## config.mk

```make
export PLATFORM = sky130hd
export DESIGN_NAME = cic_comb
export DESIGN_NICKNAME = d
export VERILOG_FILES = /design/src/rtl/rmx_pkg.sv /design/src/rtl/comb_stage.sv /design/src/rtl/cic_comb.sv
export SDC_FILE = /design/constraint.sdc
export NUM_CORES = 1
export LEC_CHECK = 0
export CORE_ASPECT_RATIO = 1.4
export CORE_MARGIN = 1
export CORE_UTILIZATION = 45
export DETAILED_ROUTE_END_ITERATION = 8
export PLACE_DENSITY = 0.62
export SETUP_SLACK_MARGIN = 0.05
export SYNTH_ARGS = -nofsm -noshare
export SYNTH_HDL_FRONTEND = slang
export SYNTH_HIERARCHICAL = 1
export SYNTH_SLANG_ARGS = --single-unit
export TNS_END_PERCENT = 30
```

## constraint.sdc

```tcl
create_clock -name clk -period 4.5 [get_ports clk]
set_clock_uncertainty 0.15 [all_clocks]
set_input_delay 0.9 -clock clk [delete_from_list [all_inputs] [get_ports clk]]
set_output_delay 0.9 -clock clk [all_outputs]
set_load 0.005 [all_outputs]
```

## src/rtl/rmx_pkg.sv

```systemverilog
// Shared sample types, default widths and the round-half-up/saturate helper
// used by the decimator and the CIC comb section.
package rmx_pkg;

    localparam int unsigned DATA_IN_BITS_DEF  = 17;
    localparam int unsigned DATA_OUT_BITS_DEF = 17;
    localparam int unsigned CALC_BITS         = 64;

    typedef logic signed [DATA_IN_BITS_DEF-1:0]  sample_in_t;
    typedef logic signed [DATA_OUT_BITS_DEF-1:0] sample_out_t;
    typedef logic signed [CALC_BITS-1:0]         calc_t;

    // Wide signed arithmetic stands in for the (in+1)-bit datapath; results are
    // identical because the sign-extended operand never overflows 64 bits.
    function automatic calc_t round_sat(input calc_t d, input int unsigned shift,
                                        input int unsigned out_bits);
        calc_t half;
        calc_t r;
        calc_t max_pos;
        half    = (shift == 0) ? calc_t'(0) : (calc_t'(1) <<< (shift - 1));
        r       = (d + half) >>> shift;
        max_pos = (calc_t'(1) <<< (out_bits - 1)) - calc_t'(1);
        if (r > max_pos)
            r = max_pos;
        return r;
    endfunction

endpackage

```

## src/rtl/comb_stage.sv

```systemverilog
// One CIC comb stage: y <= x - x[n-M], advancing only on valid input.
module comb_stage #(
    parameter int unsigned WIDTH      = 17,
    parameter int unsigned DIFF_DELAY = 1
) (
    input  logic             clk,
    input  logic             rst,
    input  logic             in_valid,
    input  logic [WIDTH-1:0] x,
    output logic             out_valid,
    output logic [WIDTH-1:0] y
);

    logic [WIDTH-1:0] dl [DIFF_DELAY];

    always_ff @(posedge clk) begin
        if (!rst) begin
            out_valid <= 1'b0;
            y         <= '0;
            for (int unsigned i = 0; i < DIFF_DELAY; i++)
                dl[i] <= '0;
        end else begin
            out_valid <= in_valid;
            if (in_valid) begin
                // Modular subtraction: wrap is intended, the CIC relies on it.
                y     <= x - dl[DIFF_DELAY-1];
                dl[0] <= x;
                for (int unsigned i = 1; i < DIFF_DELAY; i++)
                    dl[i] <= dl[i-1];
            end
        end
    end

endmodule

```

## src/rtl/cic_comb.sv

```systemverilog
// CIC decimator comb section: input register, NUM_STAGES comb stages, prime
// tracking and a rounding/saturating output register.
module cic_comb
    import rmx_pkg::*;
#(
    parameter int unsigned DATA_IN_BITS   = DATA_IN_BITS_DEF,
    parameter int unsigned DATA_OUT_BITS  = DATA_OUT_BITS_DEF,
    parameter int unsigned NUM_STAGES     = 4,
    parameter int unsigned DIFF_DELAY     = 1,
    parameter int unsigned SUPPRESS_PRIME = 1
) (
    input  logic                     clk,
    input  logic                     rst,
    input  logic                     data_in_ready,
    input  logic [DATA_IN_BITS-1:0]  data_in,
    output logic                     data_out_ready,
    output logic [DATA_OUT_BITS-1:0] data_out,
    output logic                     primed
);

    localparam int unsigned SHIFT       = DATA_IN_BITS - DATA_OUT_BITS;
    localparam int unsigned PRIME_COUNT = NUM_STAGES * DIFF_DELAY;
    localparam int unsigned CNT_BITS    = $clog2(PRIME_COUNT + 1);

    logic [DATA_IN_BITS-1:0]  x [NUM_STAGES+1];
    logic                     v [NUM_STAGES+1];
    logic [NUM_STAGES:0]      gate_pipe;
    logic [CNT_BITS-1:0]      prime_cnt;
    logic [DATA_OUT_BITS-1:0] data_next;

    always_ff @(posedge clk) begin
        if (!rst) begin
            v[0]      <= 1'b0;
            x[0]      <= '0;
            gate_pipe <= '0;
            prime_cnt <= '0;
        end else begin
            v[0] <= data_in_ready;
            if (data_in_ready)
                x[0] <= data_in;
            // Gate bit is captured at accept time and rides alongside the valid pipe.
            gate_pipe[0]            <= data_in_ready && (prime_cnt < CNT_BITS'(PRIME_COUNT));
            gate_pipe[NUM_STAGES:1] <= gate_pipe[NUM_STAGES-1:0];
            if (data_in_ready && (prime_cnt != CNT_BITS'(PRIME_COUNT)))
                prime_cnt <= prime_cnt + CNT_BITS'(1);
        end
    end

    assign primed = (prime_cnt == CNT_BITS'(PRIME_COUNT));

    for (genvar k = 1; k <= NUM_STAGES; k++) begin : g_stage
        comb_stage #(
            .WIDTH      (DATA_IN_BITS),
            .DIFF_DELAY (DIFF_DELAY)
        ) u_stage (
            .clk       (clk),
            .rst       (rst),
            .in_valid  (v[k-1]),
            .x         (x[k-1]),
            .out_valid (v[k]),
            .y         (x[k])
        );
    end

    assign data_next = DATA_OUT_BITS'(round_sat(calc_t'($signed(x[NUM_STAGES])),
                                                SHIFT, DATA_OUT_BITS));

    always_ff @(posedge clk) begin
        if (!rst) begin
            data_out_ready <= 1'b0;
            data_out       <= '0;
        end else begin
            data_out_ready <= v[NUM_STAGES] && ((SUPPRESS_PRIME == 0) || !gate_pipe[NUM_STAGES]);
            if (v[NUM_STAGES])
                data_out <= data_next;
        end
    end

endmodule

```

After elaboration in Yosys (flattened, before gate mapping)
Memories as Yosys holds them, arrays and structs flattened. Cells that the tools add are included. W data, S select, Z words.

Bits in registers: 116. Memory bits (writable): 68. Input port bits: 20. Output and inout port bits: 19. Logic and storage cells: 57. Memories: 4.

Memories: g_stage[1].u_stage.dl (words 1, bits a word 17, read ports 1, clocked after memory_dff 0, wr ports 1, RTL line comb_stage.sv:14) `logic [WIDTH-1:0] dl [DIFF_DELAY];`; g_stage[2].u_stage.dl (words 1, bits a word 17, read ports 1, clocked after memory_dff 0, wr ports 1, RTL line comb_stage.sv:14); g_stage[3].u_stage.dl (words 1, bits a word 17, read ports 1, clocked after memory_dff 0, wr ports 1, RTL line comb_stage.sv:14); g_stage[4].u_stage.dl (words 1, bits a word 17, read ports 1, clocked after memory_dff 0, wr ports 1, RTL line comb_stage.sv:14).

$add $sub $neg: 5. Order comparisons: 2. Equal/unequal tests: 2. Multiplexer cells: 22. Reduce and logical (&&, ||, !) cells: 8.

Operator list (count): $mux W17 (5); $reduce_or A17 Y1 (4); $sub A17 B17 Y17 (4); $gt A17 B17 Y1 const B (1); $mux W1 (17); $add A3 B1 Y3 const B (1); $eq A3 B3 Y1 const B (1); $logic_and A1 B1 Y1 (3); $lt A3 B3 Y1 const B (1); $ne A3 B3 Y1 const B (1); $logic_not A1 Y1 (1).

Depth between registers and ports, before layout
Gate-level depths: netlist of run 1.

Depth in word-level cells: 5. Mapped depth: 9. Depth with buffers taken out: 9.

Modules after synthesis
Netlist of run 1, hierarchy kept.

By module, submodules not included: comb_stage (g_stage[2].u_stage ...) (times used 2, cells each 230, area each 2112.0 um^2, seq. area each 870.8 um^2); comb_stage (g_stage[4].u_stage) (times used 1, cells each 232, area each 2202.1 um^2, seq. area each 870.8 um^2); comb_stage (g_stage[1].u_stage) (times used 1, cells each 240, area each 2153.3 um^2, seq. area each 870.8 um^2); cic_comb (times used 1, cells each 142, area each 1674.1 um^2, seq. area each 880.8 um^2).

Least setup slack after synthesis of run 1
OpenSTA, ideal clock, no wires.

Path type: input to register. Start: input rst. End: memory g_stage[1].u_stage.dl[0][0] (enable). Setup time: 0.325 ns. Data arrival time: 1.867 ns. Required time: 4.025 ns. Slack: 2.158 ns. Stages on the path: 4. Buffers on the path: 1. Cell sequence: clkbuf_1 > clkinv_1 > nor2_1 > inv_1.

Cells in the longest elaborated chain, start to end: 4. Elaborated cells between the ends (all ways): 5. Those cells by class: 4 x mux; 1 x reduce/logical.

Ends and longest elaborated chain: from (decl) (RTL line cic_comb.sv:13) `input logic rst,`; $mux W1 (RTL line comb_stage.sv:17) `if (!rst) begin`; $mux W1 (implied by the code) (RTL line comb_stage.sv:27) `dl[0] <= x;`; $reduce_or A17 Y1 (no line); $mux W1 (no line) *; to (decl) (RTL line comb_stage.sv:14).

Every way passes the cells marked *; elsewhere a longest branch is shown, timed or not.

Final worst setup path of run 1
Start: register prime_cnt[0]. End: output primed.

Cells in the longest elaborated chain, start to end: 1.

Ends and longest elaborated chain: from (decl) (RTL line cic_comb.sv:28) `logic [CNT_BITS-1:0] prime_cnt;`; from (signal assigned) (RTL line cic_comb.sv:45) `prime_cnt <= prime_cnt + CNT_BITS'(1);`; $eq A3 B3 Y1 (RTL line cic_comb.sv:49) `assign primed = (prime_cnt == CNT_BITS'(PRIME_COUNT));`; to (decl) (RTL line cic_comb.sv:18) `output logic primed`.

Every way passes these cells.

==> results of run 1 <==
==> cell usage after synthesis, drive strengths merged, types with 24 or more instances <==
master / count / share of area
nand3: 24 / 0.012
ha: 66 / 0.081
nor2b: 51 / 0.034
nor2: 66 / 0.024
a21oi: 58 / 0.032
o21ai: 58 / 0.028
inv: 89 / 0.033
and3: 70 / 0.043
dfxtp: 116 / 0.23
clkbuf: 31 / 0.013
nand2: 77 / 0.029
mux2i: 48 / 0.047
edfxtp: 68 / 0.20
==> area by class of cell <==
class | count | area, um2
clock inverters | 11 | 111.4
fillers | 2140 | 11090
flip-flops and latches | 184 | 4364
inverters | 92 | 345.3
well taps | 301 | 376.6
clock buffers | 21 | 471.7
multi-input cells | 752 | 5269
repair buffers | 44 | 422.9
==> layer usage <==
metal | up-vias | GRT usage | wire (um)
met3 | 41 | 0.03029 | 469
met5 | - | 0 | 0
met2 | 107 | 0.3773 | 11740
met4 | 0 | 0.1000 | 885
li1 | 3852 | - | -
met1 | 3523 | 0.1929 | 8361
==> cells by family (layout without fill, tap and decap cells) <==
family | Yosys count | count (layout) | synth area share
buf+inv | 138 | 168 | 0.06052
mux | 48 | 48 | 0.04686
simple gates | 364 | 364 | 0.1918
xor+xnor | 39 | 39 | 0.03331
compound gates | 231 | 231 | 0.1535
fa+ha+maj | 70 | 70 | 0.08835
flops | 184 | 184 | 0.4256
==> worst max-delay path, stage by stage, from the launching register on <==
cell and delay, ns:
dfxtp_1 0.39, inv_1 0.06, ha_1 0.24, and2_1 0.17, clkdlybuf4s50_1 0.44
==> stage by stage <==
step | instances | cell area [um2] | setup WS, ns | total power, mW | hold slack, ns
finish | 1405 | 11360 | 1.713 | 4.090 | 0.2762
global route | 1405 | 11360 | 1.625 | 4.286 | 0.2975
CTS | 1405 | 11360 | 1.688 | 4.129 | 0.2791
detailed placement | 1373 | 10780 | 1.532 | 2.631 | 0.2721
global placement | 1373 | 10780 | 1.576 | 2.623 | 0.2656
floorplan | 1074 | 10250 | 2.158 | 2.457 | 0.2619
==> report_power, final <==
part | internal, mW | leakage (nW) | switching [mW]
sequential | 1.80 | 1.66 | 0.0578
combinational | 0.308 | 2.83 | 0.429
clock | 0.822 | 0.291 | 0.673
==> registers in the layout (all words and copies together) (netlist names) <==
name,cells
data_out,17
data_out_ready,1
g_stage.u_stage/dl,68
g_stage.u_stage/out_valid,4
g_stage.u_stage/y,68
gate_pipe,5
prime_cnt,3
v,1
x,17
==> cell usage in the layout, fill, tap and decap left out, drive strengths merged, types with 21 or more instances in the layout <==
cell type | synthesis | final
nand2 | 77 | 77
edfxtp | 68 | 68
nor2 | 66 | 66
nor2b | 51 | 51
a21oi | 58 | 58
dfxtp | 116 | 116
nand3 | 24 | 24
ha | 66 | 66
clkbuf | 31 | 21
inv | 89 | 93
o21ai | 58 | 58
mux2i | 48 | 48
clkdlybuf4s50 | 0 | 37
and3 | 70 | 70
==> worst max-delay path by stage <==
stage / slack [ns] / depth (start not counted) / to
final: 1.71 / 4 / primed
after global routing: 1.63 / 4 / primed
after CTS: 1.69 / 4 / primed
after detailed placement: 1.53 / 3 / prime_cnt[1]
after floorplan: 2.16 / 4 / g_stage[1].u_stage/dl[0][0]
after global placement: 1.58 / 3 / prime_cnt[0]
==> impl_metrics.tcl, run 1 <==
set metrics [dict create \
    timing.fmax_mhz 358.8 \
    r2r_cells 9 \
    r2r_setup_slack_ns 1.96 \
    max_slew_margin 0.2302 \
    power.density_mw_per_mm2 360.0 \
    rows 65 \
    maxSlewViolCount 0 \
    start_kind "register" \
    firstDrtPassIters 5 \
    ir_worst_vdd_uv 275.5 \
    grt_pass1_vias 7396 \
    hold_buffers 0 \
    min_from "gate_pipe[0]" \
    crit_arrival_ns 1.74 \
    maxCapViolations 0 \
    place.gp.congestion 0.8713 \
    yosysWarnings 6 \
    final_util 0.5061 \
    period_minus_slack_ns 2.787 \
    ys_ff_latch 184 \
    rsz0062_at_grt "false" \
    seq_area_frac_synth 0.4256 \
    grt_pass1_wl_um 35620 \
    via_count 7523 \
    drc_errors 0 \
    drt_iter0_drc 291 \
    die_h_um 180.6 \
    crit_type "reg2out" \
    num_antenna_cells 0 \
    whs_endpoint "gate_pipe[1]" \
    grt_max_degree 59 \
    max_slew.worst_pin.slew_ns 1.151 \
    end_kind "output port" \
    r2r_start "g_stage[3].u_stage/y[0]" \
    avgSynthCellArea_um2 9.547 \
    finalSetupTns_ns 0 \
    clkSinkCount 184 \
    numPortBuffers 38 \
    crit_fanout 4 \
    ant_nets 0 \
    antenna_found_initial 0 \
    cp_data_required_time_ns 3.45 \
    io_pins 39 \
    cts_resized 0 \
    synthDistinctLibCells 76 \
    numCtsBuffers 17 \
    ys.flop_type "dfxtp_1" \
    synth-edff-count 68 \
    syn_area_mm2 0.01025 \
    synth_fp_nets 1164 \
    grt_usage 0.1945 \
    netlist_instances 1074 \
    outcome "finished clean" \
    drt-wirelength-per-cell_um 15.27 \
    p_leak_nw 4.778 \
    critical_path.startpoint "prime_cnt[0]" \
    cts-root-buf "clkbuf_16" \
    cts_setup_buffers 0 \
    fp.coreArea_mm2 0.02245 \
    drive_gt1_frac 0.06522 \
    async_flop_share 0 \
    clockBufferDepth 2 \
    die_w_um 129.6 \
    hold_viol 0 \
    cts_tree "built" \
    hold_class "reg2reg" \
    nets 1181 \
    viasPerCell 5.354 \
    initial_core_util 0.4568 \
    clkLatencyLatePin_ns 0.44 \
    report.final.setup_viol 0 \
    grt_overflow 0 \
    clk_pin_slew_worst_paths_ns 0.07 \
    finalCritPeriodShare 0.6193 \
    rr_endpoint "g_stage[4].u_stage/y[12]" \
    whs_path_depth 1 \
    totalWireLength_um 21450 \
    htree_num_levels 4 \
    syn_to_final_growth_pct 10.80 \
    die_area_mm2 0.02340 \
    dp_hpwl_um 16050 \
]
Note: power is estimated with default switching activity, not from simulation.
==> run 2, diff against run 1 <==
- clock period: 4.5 -> 2.77 ns (I/O delays scaled with it)
==> run 2 against run 1 <==
Net effect: die area unchanged; total power up 65%; clock power up 69%; global-route usage up 0.52 points; first-iteration DRC count up 33%; design area up 1.6%; via count up 1.8%; non-clock buffer count up 20; clock-buffer cell count down 2; critical path type unchanged; largest cell class unchanged; largest power group unchanged.
==> impl_metrics.tcl, run 2 (same netlist as run 1, synthesis figures left out) <==
set metrics [dict create \
    clkSinkCount 184 \
    met2_length_um 12220 \
    fp.coreArea_mm2 0.02245 \
    die_h_um 180.6 \
    drive_gt1_frac 0.08185 \
    top_layer_used "met4" \
    grt_max_degree 32 \
    start_kind "register" \
    final_cell_mix "dfxtp_1, inv_1, nand2_1" \
    clockBufferDepth 2 \
    antenna_found_initial 0 \
    power.density_mw_per_mm2 585.4 \
    numPortBuffers 38 \
    cts-root-buf "clkbuf_16" \
    drc_errors 0 \
    maxSlewViolCount 0 \
    crit_arrival_ns 1.69 \
    max_slew.worst_pin.slew_ns 0.7504 \
    numCtsBuffers 17 \
    place.gp.congestion 0.9716 \
    rows 65 \
    crit_type "reg2out" \
    num_antenna_cells 0 \
    hold_class "reg2reg" \
    layout_commonest_cell "dfxtp_1" \
    max_slew_margin 0.4992 \
    ant_nets 0 \
    hold_viol 0 \
    reg_top3 "g_stage.u_stage/dl (68), g_stage.u_stage/y (68)" \
    nets 1201 \
    grt_overflow 0 \
    placed_cells 1393 \
    cp_data_required_time_ns 2.07 \
    clk_pin_slew_worst_paths_ns 0.07 \
    finalCritPeriodShare 0.8628 \
    die_area_mm2 0.02340 \
    instances_no_fill 1425 \
    report.final.setup_viol 0 \
    io_pins 39 \
    cts_tree "built" \
    firstDrtPassIters 5 \
    ir_worst_vdd_uv 457.5 \
    crit_fanout 4 \
    totalWireLength_um 21770 \
    clkLatencyLatePin_ns 0.43 \
    htree_num_levels 4 \
    outcome "finished clean" \
    period_minus_slack_ns 2.390 \
    rsz0062_at_grt "false" \
    dp_hpwl_um 16680 \
    cts_resized 0 \
    grt_pass1_vias 7697 \
    end_kind "output port" \
    finalSetupTns_ns 0 \
    initial_core_util 0.4568 \
    syn_to_final_growth_pct 12.52 \
    wl_met3_um 477 \
    drt_iter0_drc 387 \
    p_leak_nw 4.876 \
    grt_usage 0.1998 \
    hold_buffers 0 \
    cts_setup_buffers 0 \
    wl_met1_um 8285 \
    timing.fmax_mhz 418.4 \
    viasPerCell 5.373 \
    via_count 7657 \
    die_w_um 129.6 \
    drt-wirelength-per-cell_um 15.28 \
    maxCapViolations 0 \
    grt_pass1_wl_um 36780 \
]
[run 2: final timing paths]
path                           startpoint                  endpoint  slack, ns  cells past startpoint
setup reg to reg  g_stage[3].u_stage/y[0]  g_stage[4].u_stage/y[12]       0.39                      9
hold / removal               gate_pipe[0]              gate_pipe[1]       0.29                      1
hold reg to reg              gate_pipe[0]              gate_pipe[1]       0.29                      1
setup / recovery             prime_cnt[0]                    primed       0.38                      4
[run 2: final cells by class]
| type | instances | area, um2 |
|---|---|---|
| multi-input combinational | 752 | 5269 |
| sequential | 184 | 4364 |
| clock inverter | 13 | 166.4 |
| fill | 2143 | 10910 |
| inverter | 92 | 345.3 |
| clock buffer | 19 | 442.9 |
| timing repair buffer | 64 | 573.1 |
| tap | 301 | 376.6 |
[run 2: report_power, final]
part           total, mW  switching, mW  internal [mW]
combinational       1.23          0.705          0.521
clock               2.52           1.06           1.45
sequential          3.01         0.0852           2.93
total               6.75           1.85           4.90
[run 2: worst max-delay path, stage by stage (launching register included)]
cell and delay, ns:
dfxtp_1 0.37, inv_1 0.06, ha_1 0.23, and2_1 0.17
clkdlybuf4s50_1 0.44
[run 2: routing by layer]
metal | up-vias | GRT usage
li1 | 3874 | -
met1 | 3629 | 0.1983
met2 | 103 | 0.3878
met3 | 51 | 0.03296
met4 | 0 | 0.09860
met5 | - | 0
[run 2: per-stage QoR]
step / total power, mW / hold slack (ns) / instance area [um2] / setup slack [ns] / util
final: 6.754 / 0.2854 / 11540 / 0.3801 / 0.5140
after global routing: 7.085 / 0.3109 / 11540 / 0.2187 / 0.5140
after CTS: 6.827 / 0.2876 / 11540 / 0.3476 / 0.5140
after detailed placement: 4.294 / 0.2716 / 10930 / 0.3930 / 0.4868
after global placement: 4.278 / 0.2676 / 10930 / 0.4349 / 0.4868
after floorplan: 3.992 / 0.2619 / 10250 / 0.5471 / -
==> run 3, diff against run 2 <==
- CTS_CLUSTER_DIAMETER: default -> 100
- REMOVE_ABC_BUFFERS: default -> 1
==> run 3 against run 2 <==
Net effect: clock-buffer cell count fell by 1; global-route usage fell by 1.6 points; sequential power barely moved; clock power barely moved; critical path depth rose by 5; via count fell by 1.8%; cell count rose by 0.42%; wire length fell by 7.9%; total power barely moved; combinational power barely moved; register-to-register slack got worse by 0.10 ns; critical path type is now reg2reg.
==> impl_metrics.tcl, run 3 (same netlist as run 1, synthesis figures left out) <==
set metrics [dict create \
    start_kind "register" \
    cts_tree "built" \
    hold_buffers 0 \
    max_slew_margin 0.5123 \
    report.final.setup_viol 0 \
    rows 65 \
    end_kind "register" \
    outcome "finished clean" \
    drc_errors 0 \
    crit_type "reg2reg" \
    crit_fanout 3 \
    clkSinkCount 184 \
    wl_met3_um 401 \
    clk_pin_slew_worst_paths_ns 0.07 \
    firstDrtPassIters 4 \
    numPortBuffers 38 \
    io_pins 39 \
    clkLatencyLatePin_ns 0.44 \
    syn_to_final_growth_pct 13.04 \
    cts_resized 0 \
    die_h_um 180.6 \
    max_slew.worst_pin.slew_ns 0.7307 \
    rsz0062_at_grt "false" \
    drt-wirelength-per-cell_um 14.00 \
    ant_nets 0 \
    cp_data_required_time_ns 2.99 \
    place.gp.congestion 0.9005 \
    maxCapViolations 0 \
    ir_worst_vdd_uv 430.3 \
    grt_pass1_wl_um 34150 \
    hold_viol 0 \
    met2_length_um 11180 \
    nets 1207 \
    fin_hold_ws_ns 0.2814 \
    maxSlewViolCount 0 \
    grt_usage 0.1842 \
    grt_overflow 0 \
    power.density_mw_per_mm2 583.0 \
    antenna_found_initial 0 \
    htree_num_levels 4 \
    initial_core_util 0.4568 \
    top_layer_used "met4" \
    totalWireLength_um 20040 \
    dp_hpwl_um 15320 \
    finalSetupTns_ns 0 \
    die_w_um 129.6 \
    via_count 7520 \
    period_minus_slack_ns 2.484 \
    fp.coreArea_mm2 0.02245 \
    p_leak_nw 4.914 \
    timing.fmax_mhz 402.6 \
    cts_setup_buffers 0 \
    hold_class "reg2reg" \
    grt_pass1_vias 7410 \
    drt_iter0_drc 240 \
    die_area_mm2 0.02340 \
    crit_arrival_ns 2.70 \
    viasPerCell 5.255 \
    reg_top3 "g_stage.u_stage/dl (68), g_stage.u_stage/y (68)" \
    drive_gt1_frac 0.08761 \
    layout_commonest_cell "dfxtp_1" \
    num_antenna_cells 0 \
    clockBufferDepth 2 \
    wl_met1_um 7806 \
    finalCritPeriodShare 0.8967 \
    cts-root-buf "clkbuf_16" \
    numCtsBuffers 17 \
    final_cell_mix "dfxtp_1, inv_1, nand2_1" \
    grt_max_degree 46 \
]
[run 3: cell count changes in the layout (fill, tap and decap cells not counted), sizes merged]
cell / delta
clkinvlp: -2
buf: +6
clkbuf: -1
inv: +1
clkinv: +2
[run 3: worst paths after layout]
check,to,slack (ns),startpoint,cells past startpoint
hold / removal,gate_pipe[2],0.28,gate_pipe[1],1
setup / recovery,g_stage[4].u_stage/y[16],0.29,g_stage[3].u_stage/y[0],9
setup reg to reg,g_stage[4].u_stage/y[16],0.29,g_stage[3].u_stage/y[0],9
hold reg to reg,gate_pipe[2],0.28,gate_pipe[1],1
[run 3: critical path, stage by stage (launching register included)]
cell and delay, ns:
dfxtp_1 0.34, inv_1 0.06, ha_1 0.25, fa_1 0.41
nand2b_1 0.18, a21oi_1 0.29, o21a_1 0.29, o221ai_2 0.15
nor2b_1 0.16, o211ai_2 0.16
[run 3: where the power goes]
group | internal [mW] | leakage, nW | switching (mW)
combinational | 0.527 | 2.95 | 0.692
clock | 1.45 | 0.302 | 1.09
sequential | 2.93 | 1.66 | 0.0765
[run 3: cell type report]
| class | instances | area [um2] |
|---|---|---|
| Inverter | 92 | 345.3 |
| Timing Repair Buffer | 70 | 618.1 |
| Tap cell | 301 | 376.6 |
| Sequential cell | 184 | 4364 |
| Fill cell | 2152 | 10860 |
| Clock inverter | 14 | 188.9 |
| Clock buffer | 18 | 429.2 |
| Multi-Input combinational cell | 752 | 5269 |
[run 3: layer usage]
metal | global-route usage | vias up
li1 | - | 3894
met1 | 0.1798 | 3468
met2 | 0.3632 | 110
met3 | 0.03029 | 48
met4 | 0.08605 | 0
met5 | 0 | -
[run 3: through the flow]
step / util / total power, mW / area [um2] / setup WS (ns) / std cells
5_1_grt: 0.5164 / 7.087 / 11590 / 0.2255 / 1431
3_3_place_gp: 0.4889 / 4.256 / 10970 / 0.3915 / 1399
2_1_floorplan: - / 3.943 / 9978 / 0.5477 / 1028
4_1_cts: 0.5164 / 6.842 / 11590 / 0.3175 / 1431
6_report: 0.5164 / 6.757 / 11590 / 0.2860 / 1431
3_5_place_dp: 0.4889 / 4.276 / 10970 / 0.3416 / 1399
